<file path="config.mk">
export PLATFORM = sky130hd
export DESIGN_NAME = qpmm_batch_sequencer
export DESIGN_NICKNAME = d
export VERILOG_FILES = /design/src/rtl/qpmm_batch_sequencer.sv
export SDC_FILE = /design/constraint.sdc
export NUM_CORES = 1
export LEC_CHECK = 0
export ABC_AREA = 0
export CORE_AREA = 2 2 240 242
export CTS_CLUSTER_SIZE = 25
export DETAILED_ROUTE_END_ITERATION = 16
export DIE_AREA = 0 0 242 244
export PLACE_DENSITY = 0.66
export SLEW_MARGIN = 0
export SYNTH_ARGS = -nofsm -noshare
export SYNTH_HDL_FRONTEND = slang
export SYNTH_SLANG_ARGS = --single-unit
</file>
<file path="constraint.sdc">
create_clock -name clk -period 2.2 [get_ports clk]
set_input_delay 0.44 -clock clk [delete_from_list [all_inputs] [get_ports clk]]
set_output_delay 0.44 -clock clk [all_outputs]
set_load 0.03 [all_outputs]
</file>
<file path="src/rtl/qpmm_batch_sequencer.sv">
// qpmm_batch_sequencer: issues operand reads for a batch of QPMM multiplications
// and writes each result back through the shared RAM write port.
module qpmm_batch_sequencer #(
  parameter int DW      = 272,
  parameter int AW      = 8,
  parameter int RAM_LAT = 2,
  parameter int MUL_LAT = 24
) (
  input  logic          clk,
  input  logic          rstn,
  input  logic          start,
  input  logic [AW-1:0] src_a_base,
  input  logic [AW-1:0] src_b_base,
  input  logic [AW-1:0] dst_base,
  input  logic          dst_sel,
  input  logic [AW:0]   count,
  output logic [AW-1:0] ram0_addrb,
  output logic [AW-1:0] ram1_addrb,
  input  logic [DW-1:0] mul_z,
  output logic [AW-1:0] ram_addra,
  output logic [DW-1:0] ram_dina,
  output logic          ram0_wea,
  output logic          ram1_wea,
  output logic          busy,
  output logic          done
);
  localparam int PD = RAM_LAT + MUL_LAT;
  typedef enum logic [1:0] {IDLE, ISSUE, DRAIN, DONE} state_t;
  state_t state_q, state_d;
  logic start_prev_q, start_prev_d, sel_q, sel_d, issue_v_q, issue_v_d;
  logic [AW-1:0] a_base_q, a_base_d, b_base_q, b_base_d, d_base_q, d_base_d;
  logic [AW:0] cnt_q, cnt_d, issue_idx_q, issue_idx_d, wr_idx_q, wr_idx_d;
  logic [PD-1:0] pipe_q, pipe_d;
  logic [AW-1:0] ram0_addrb_q, ram0_addrb_d, ram1_addrb_q, ram1_addrb_d, ram_addra_q, ram_addra_d;
  logic [DW-1:0] ram_dina_q, ram_dina_d;
  logic ram0_wea_q, ram0_wea_d, ram1_wea_q, ram1_wea_d, busy_q, busy_d, done_q, done_d;
  logic pipe_out;
  assign pipe_out = pipe_q[PD-1];
  always_comb begin
    state_d      = state_q;
    start_prev_d = start;
    sel_d        = sel_q;
    a_base_d     = a_base_q;
    b_base_d     = b_base_q;
    d_base_d     = d_base_q;
    cnt_d        = cnt_q;
    issue_idx_d  = issue_idx_q;
    wr_idx_d     = wr_idx_q;
    issue_v_d    = 1'b0;
    pipe_d       = {pipe_q[PD-2:0], issue_v_q};
    ram0_addrb_d = ram0_addrb_q;
    ram1_addrb_d = ram1_addrb_q;
    ram_addra_d  = ram_addra_q;
    ram_dina_d   = ram_dina_q;
    ram0_wea_d   = 1'b0;
    ram1_wea_d   = 1'b0;
    busy_d       = busy_q;
    done_d       = 1'b0;
    if (pipe_out) begin
      ram_dina_d  = mul_z;
      ram_addra_d = d_base_q + wr_idx_q[AW-1:0];
      ram0_wea_d  = !sel_q;
      ram1_wea_d  = sel_q;
      wr_idx_d    = wr_idx_q + 1'b1;
    end
    case (state_q)
      IDLE: if (start && !start_prev_q) begin
        a_base_d = src_a_base;
        b_base_d = src_b_base;
        d_base_d = dst_base;
        sel_d    = dst_sel;
        cnt_d    = count;
        busy_d   = 1'b1;
        wr_idx_d = '0;
        if (count == '0) state_d = DONE;
        else begin
          ram0_addrb_d = src_a_base;
          ram1_addrb_d = src_b_base;
          issue_v_d    = 1'b1;
          issue_idx_d  = (AW+1)'(1);
          state_d      = (count == (AW+1)'(1)) ? DRAIN : ISSUE;
        end
      end
      ISSUE: begin
        ram0_addrb_d = a_base_q + issue_idx_q[AW-1:0];
        ram1_addrb_d = b_base_q + issue_idx_q[AW-1:0];
        issue_v_d    = 1'b1;
        issue_idx_d  = issue_idx_q + 1'b1;
        state_d      = (issue_idx_d == cnt_q) ? DRAIN : ISSUE;
      end
      DRAIN: state_d = (pipe_out && wr_idx_d == cnt_q) ? DONE : DRAIN;
      DONE: begin
        busy_d  = 1'b0;
        done_d  = 1'b1;
        state_d = IDLE;
      end
      default: state_d = IDLE;
    endcase
  end
  // start_prev resets high so a start held across reset release is not taken as a pulse
  always_ff @(posedge clk or negedge rstn) begin
    if (!rstn) begin
      state_q      <= IDLE;
      start_prev_q <= 1'b1;
      sel_q        <= 1'b0;
      a_base_q     <= '0;
      b_base_q     <= '0;
      d_base_q     <= '0;
      cnt_q        <= '0;
      issue_idx_q  <= '0;
      wr_idx_q     <= '0;
      issue_v_q    <= 1'b0;
      pipe_q       <= '0;
      ram0_addrb_q <= '0;
      ram1_addrb_q <= '0;
      ram_addra_q  <= '0;
      ram_dina_q   <= '0;
      ram0_wea_q   <= 1'b0;
      ram1_wea_q   <= 1'b0;
      busy_q       <= 1'b0;
      done_q       <= 1'b0;
    end else begin
      state_q      <= state_d;
      start_prev_q <= start_prev_d;
      sel_q        <= sel_d;
      a_base_q     <= a_base_d;
      b_base_q     <= b_base_d;
      d_base_q     <= d_base_d;
      cnt_q        <= cnt_d;
      issue_idx_q  <= issue_idx_d;
      wr_idx_q     <= wr_idx_d;
      issue_v_q    <= issue_v_d;
      pipe_q       <= pipe_d;
      ram0_addrb_q <= ram0_addrb_d;
      ram1_addrb_q <= ram1_addrb_d;
      ram_addra_q  <= ram_addra_d;
      ram_dina_q   <= ram_dina_d;
      ram0_wea_q   <= ram0_wea_d;
      ram1_wea_q   <= ram1_wea_d;
      busy_q       <= busy_d;
      done_q       <= done_d;
    end
  end
  assign ram0_addrb = ram0_addrb_q;
  assign ram1_addrb = ram1_addrb_q;
  assign ram_addra  = ram_addra_q;
  assign ram_dina   = ram_dina_q;
  assign ram0_wea   = ram0_wea_q;
  assign ram1_wea   = ram1_wea_q;
  assign busy       = busy_q;
  assign done       = done_q;
endmodule

</file>
==> qor.json <==
{
  "postSynthNetCount": 1417,
  "place_ws_ps": -312,
  "max_cap_violations": 0,
  "layout_cell_share_with_drive_strength_beyond_1": 0.244,
  "wire_per_inst_um": 21.0,
  "synth_cell_type_count": 58,
  "starting_density": 0.275,
  "status": "complete, no violations",
  "totalNegativeSetupSlack_ps": 0,
  "detailed_place.area_um2": 22800,
  "first_global_vias": 11974,
  "worst_slew_margin_rel": 0.569,
  "synth-warning-count": 0,
  "synthToLayoutAreaGrowth_pct": 57.0,
  "tritoncts": "yes",
  "grt_overflow": 0,
  "cellPowerDensity_nw_per_um2": 1370,
  "cts.root.buffer_cell": "sky130_fd_sc_hd__clkbuf_16",
  "min-delay-path-class": "reg2reg",
  "crit_path_end_kind": "primary output",
  "clk_latency_ps": 550,
  "die_area_um2": 59000,
  "grt_setup_unrepaired": "no",
  "grt_antenna_before_repair": 7,
  "clk_pin_slew_worst_paths_ps": 60,
  "clkSinkCount": 382,
  "drtPass1Iterations": 4,
  "total_count_of_max_transition_violations_in_the_final_report": 0,
  "die_h_um": 244,
  "critical_path.n_buffers_inverters": 1,
  "rows": 87,
  "detailedRoute.firstIterationViolations": 343,
  "final_cell_count_no_fill": 2514,
  "setup_slack_ps": 58.1,
  "wire_length_of_the_first_global_routing_pass_mm": 79.3,
  "worst_path_max_delay_cell": "sky130_fd_sc_hd__clkdlybuf4s50_1",
  "maximum_number_of_pins_on_one_net_before_global_route_repair": 99,
  "worst-slew-pin-transition_ps": 647,
  "worst-endpoint-arrival_ps": 1700,
  "synthCells": 1082,
  "max_clock_freq_mhz": 467,
  "cts-root-to-sink-buffers": 3,
  "port_buffers": 608,
  "critical-path-top-delay-family": "buffers and inverters",
  "place.gp.congestion": 0.939,
  "detail_route.drc_violations": 0,
  "worst_ir_drop_vdd_mv": 0.881,
  "fp.coreArea_um2": 56200,
  "worstSetupStartpointType": "flip-flop",
  "fp.dieW_um": 242,
  "cts_inserted_buffers": 45,
  "finClkSkew_ps": 11.3,
  "track_usage": 0.176,
  "finalInstanceArea_um2": 24300,
  "number_of_enable_type_register_cells_in_the_synthesized_netlist": 0,
  "detailedPlacementHpwl_mm": 41.0,
  "setup-violations-final": 0,
  "critical_path_peak_fanout": 2,
  "wl_mm": 52.7,
  "syn-mean-instance-area_um2": 14.3,
  "power.leakage_nw": 10.1,
  "dominant_synthesized_flop_cell": "sky130_fd_sc_hd__dfrtp_1",
  "period_needed_ps": 2140,
  "cp_slowest_stage_delay_ps": 730,
  "timing.critical_path.required_ps": 1760,
  "timing.setup.critical_path_class": "reg2out",
  "post-route-period-util": 0.974,
  "synth-seq-cells": 382,
  "worstPathCellList": "clkdlybuf4s50_1",
  "htree_num_levels": 2,
  "share_of_synthesized_registers_carrying_an_async_set_or_reset": 1.00,
  "number_of_nets_with_antenna_violations_after_routing": 0,
  "syn-cell-area_um2": 15500,
  "count_of_vias_placed_by_the_detailed_router": 11285,
  "top_level_ports": 609,
  "synth_seq_area_share": 0.618,
  "post-place-cells": 2434,
  "layout.nets": 2061,
  "hold_violations": 0,
  "postLayoutCoreUtil": 0.433,
  "detailed_route_vias_per_instance": 4.49
}
==> report_power, final <==
part | internal [W] | total, W | leakage (nW) | switching, W
registers | 0.00941 | 0.0110 | 4.44 | 0.00161
logic | 0.00674 | 0.0146 | 4.93 | 0.00791
clock network | 0.00455 | 0.00751 | 0.731 | 0.00296
==> flip-flops by register name, summed over array words and instances (netlist names) <==
| signal | cells |
|---|---|
| a_base_q | 8 |
| b_base_q | 8 |
| busy | 1 |
| cnt_q | 9 |
| d_base_q | 8 |
| done | 1 |
| issue_idx_q | 9 |
| issue_v_q | 1 |
| pipe_q | 26 |
| ram0_addrb | 8 |
| ram0_wea | 1 |
| ram1_addrb | 8 |
| ram1_wea | 1 |
| ram_addra | 8 |
| ram_dina | 272 |
| sel_q | 1 |
| start_prev_q | 1 |
| state_q | 2 |
| wr_idx_q | 9 |
==> logic make-up (layout without fill, tap and decap cells) <==
| kind of cell | after synthesis | in the layout | share of synthesized area |
|---|---|---|---|
| fa+ha+maj | 26 | 26 | 0.0225 |
| mux | 324 | 324 | 0.235 |
| other cells | 0 | 1 | 0 |
| flops | 382 | 382 | 0.618 |
| compound gates | 93 | 93 | 0.0379 |
| buf+inv | 84 | 759 | 0.0224 |
| simple gates | 131 | 131 | 0.0409 |
| xor+xnor | 42 | 42 | 0.0238 |
==> layout make-up <==
type / instances / area, µm²
inverter: 27 / 101
antenna: 1 / 2.50
multi-input combinational: 616 / 5590
fill: 5226 / 31900
timing repair buffer: 654 / 6600
clock buffer: 61 / 1290
sequential: 382 / 9570
tap: 756 / 946
clock inverter: 17 / 204
==> metrics by stage <==
stage               hold slack, ps  power (W)
floorplan                      144     0.0194
global placement               333     0.0257
detailed placement             335     0.0260
CTS                            337     0.0337
global route                   340     0.0350
finish                         340     0.0332
==> placed cells by master (no fill, tap or decap), drive strengths merged, types with 3 or more instances in the layout <==
master           n
o31ai            5
clkdlybuf4s50  589
nand2b           3
nor3             8
a21oi           12
nand4            6
a211oi           4
xor2            14
mux2i           14
o41ai            3
o211ai           4
nor2b            7
xnor2           28
dlygate4sd2     14
dfrtp          381
mux2           310
and3             4
fa               3
o21ai           42
inv             29
bufinv           4
and2             5
nor2            31
nand2           43
a21o             3
ha              23
buf             47
clkinv           8
a31oi            3
clkinvlp         3
clkbuf          61
a21boi           3
nand3           13
dlymetal6s2s     3
==> routing by layer <==
layer / global-route usage / routed length [µm] / up-vias
li1: - / - / 5114
met1: 0.201 / 20100 / 5694
met2: 0.323 / 28000 / 372
met4: 0.0523 / 1400 / 10
met5: 0 / 69 / -
met3: 0.0465 / 3140 / 95
==> cells in the mapped netlist, types with 8 or more instances <==
cell type / number / share of area
sky130_fd_sc_hd__mux2_2: 298 / 0.22
sky130_fd_sc_hd__clkbuf_1: 42 / 0.010
sky130_fd_sc_hd__ha_1: 23 / 0.019
sky130_fd_sc_hd__o21ai_1: 28 / 0.0091
sky130_fd_sc_hd__xor2_1: 14 / 0.0079
sky130_fd_sc_hd__nand2_1: 43 / 0.010
sky130_fd_sc_hd__inv_1: 26 / 0.0063
sky130_fd_sc_hd__a21oi_1: 12 / 0.0039
sky130_fd_sc_hd__buf_2: 10 / 0.0032
sky130_fd_sc_hd__mux2i_1: 14 / 0.0091
sky130_fd_sc_hd__nor2_1: 31 / 0.0075
sky130_fd_sc_hd__nand3_1: 13 / 0.0042
sky130_fd_sc_hd__mux2_1: 12 / 0.0087
sky130_fd_sc_hd__nor3_1: 8 / 0.0026
sky130_fd_sc_hd__xnor2_1: 28 / 0.016
sky130_fd_sc_hd__o21ai_0: 13 / 0.0042
sky130_fd_sc_hd__dfrtp_1: 381 / 0.62
==> repair_timing <==
item,CTS,global route
setup endpoints to repair,14,9
resized for setup,14,8
hold endpoints to repair,46,0
buffers inserted,0,0
hold buffers,1,0
==> worst paths after layout <==
path,endpoint,slack (ps),depth (start not counted),start
setup / recovery,ram_dina[250],60,1,ram_dina[250]
setup reg to reg,ram1_addrb[7],160,7,issue_idx_q[1]
hold reg to reg,pipe_q[19],340,0,pipe_q[18]
max in group asynchronous,ram_dina[150],1000,3,rstn
min in group asynchronous,issue_idx_q[3],450,2,rstn
hold / removal,pipe_q[19],340,0,pipe_q[18]
Note: power is estimated with default switching activity, not from simulation.
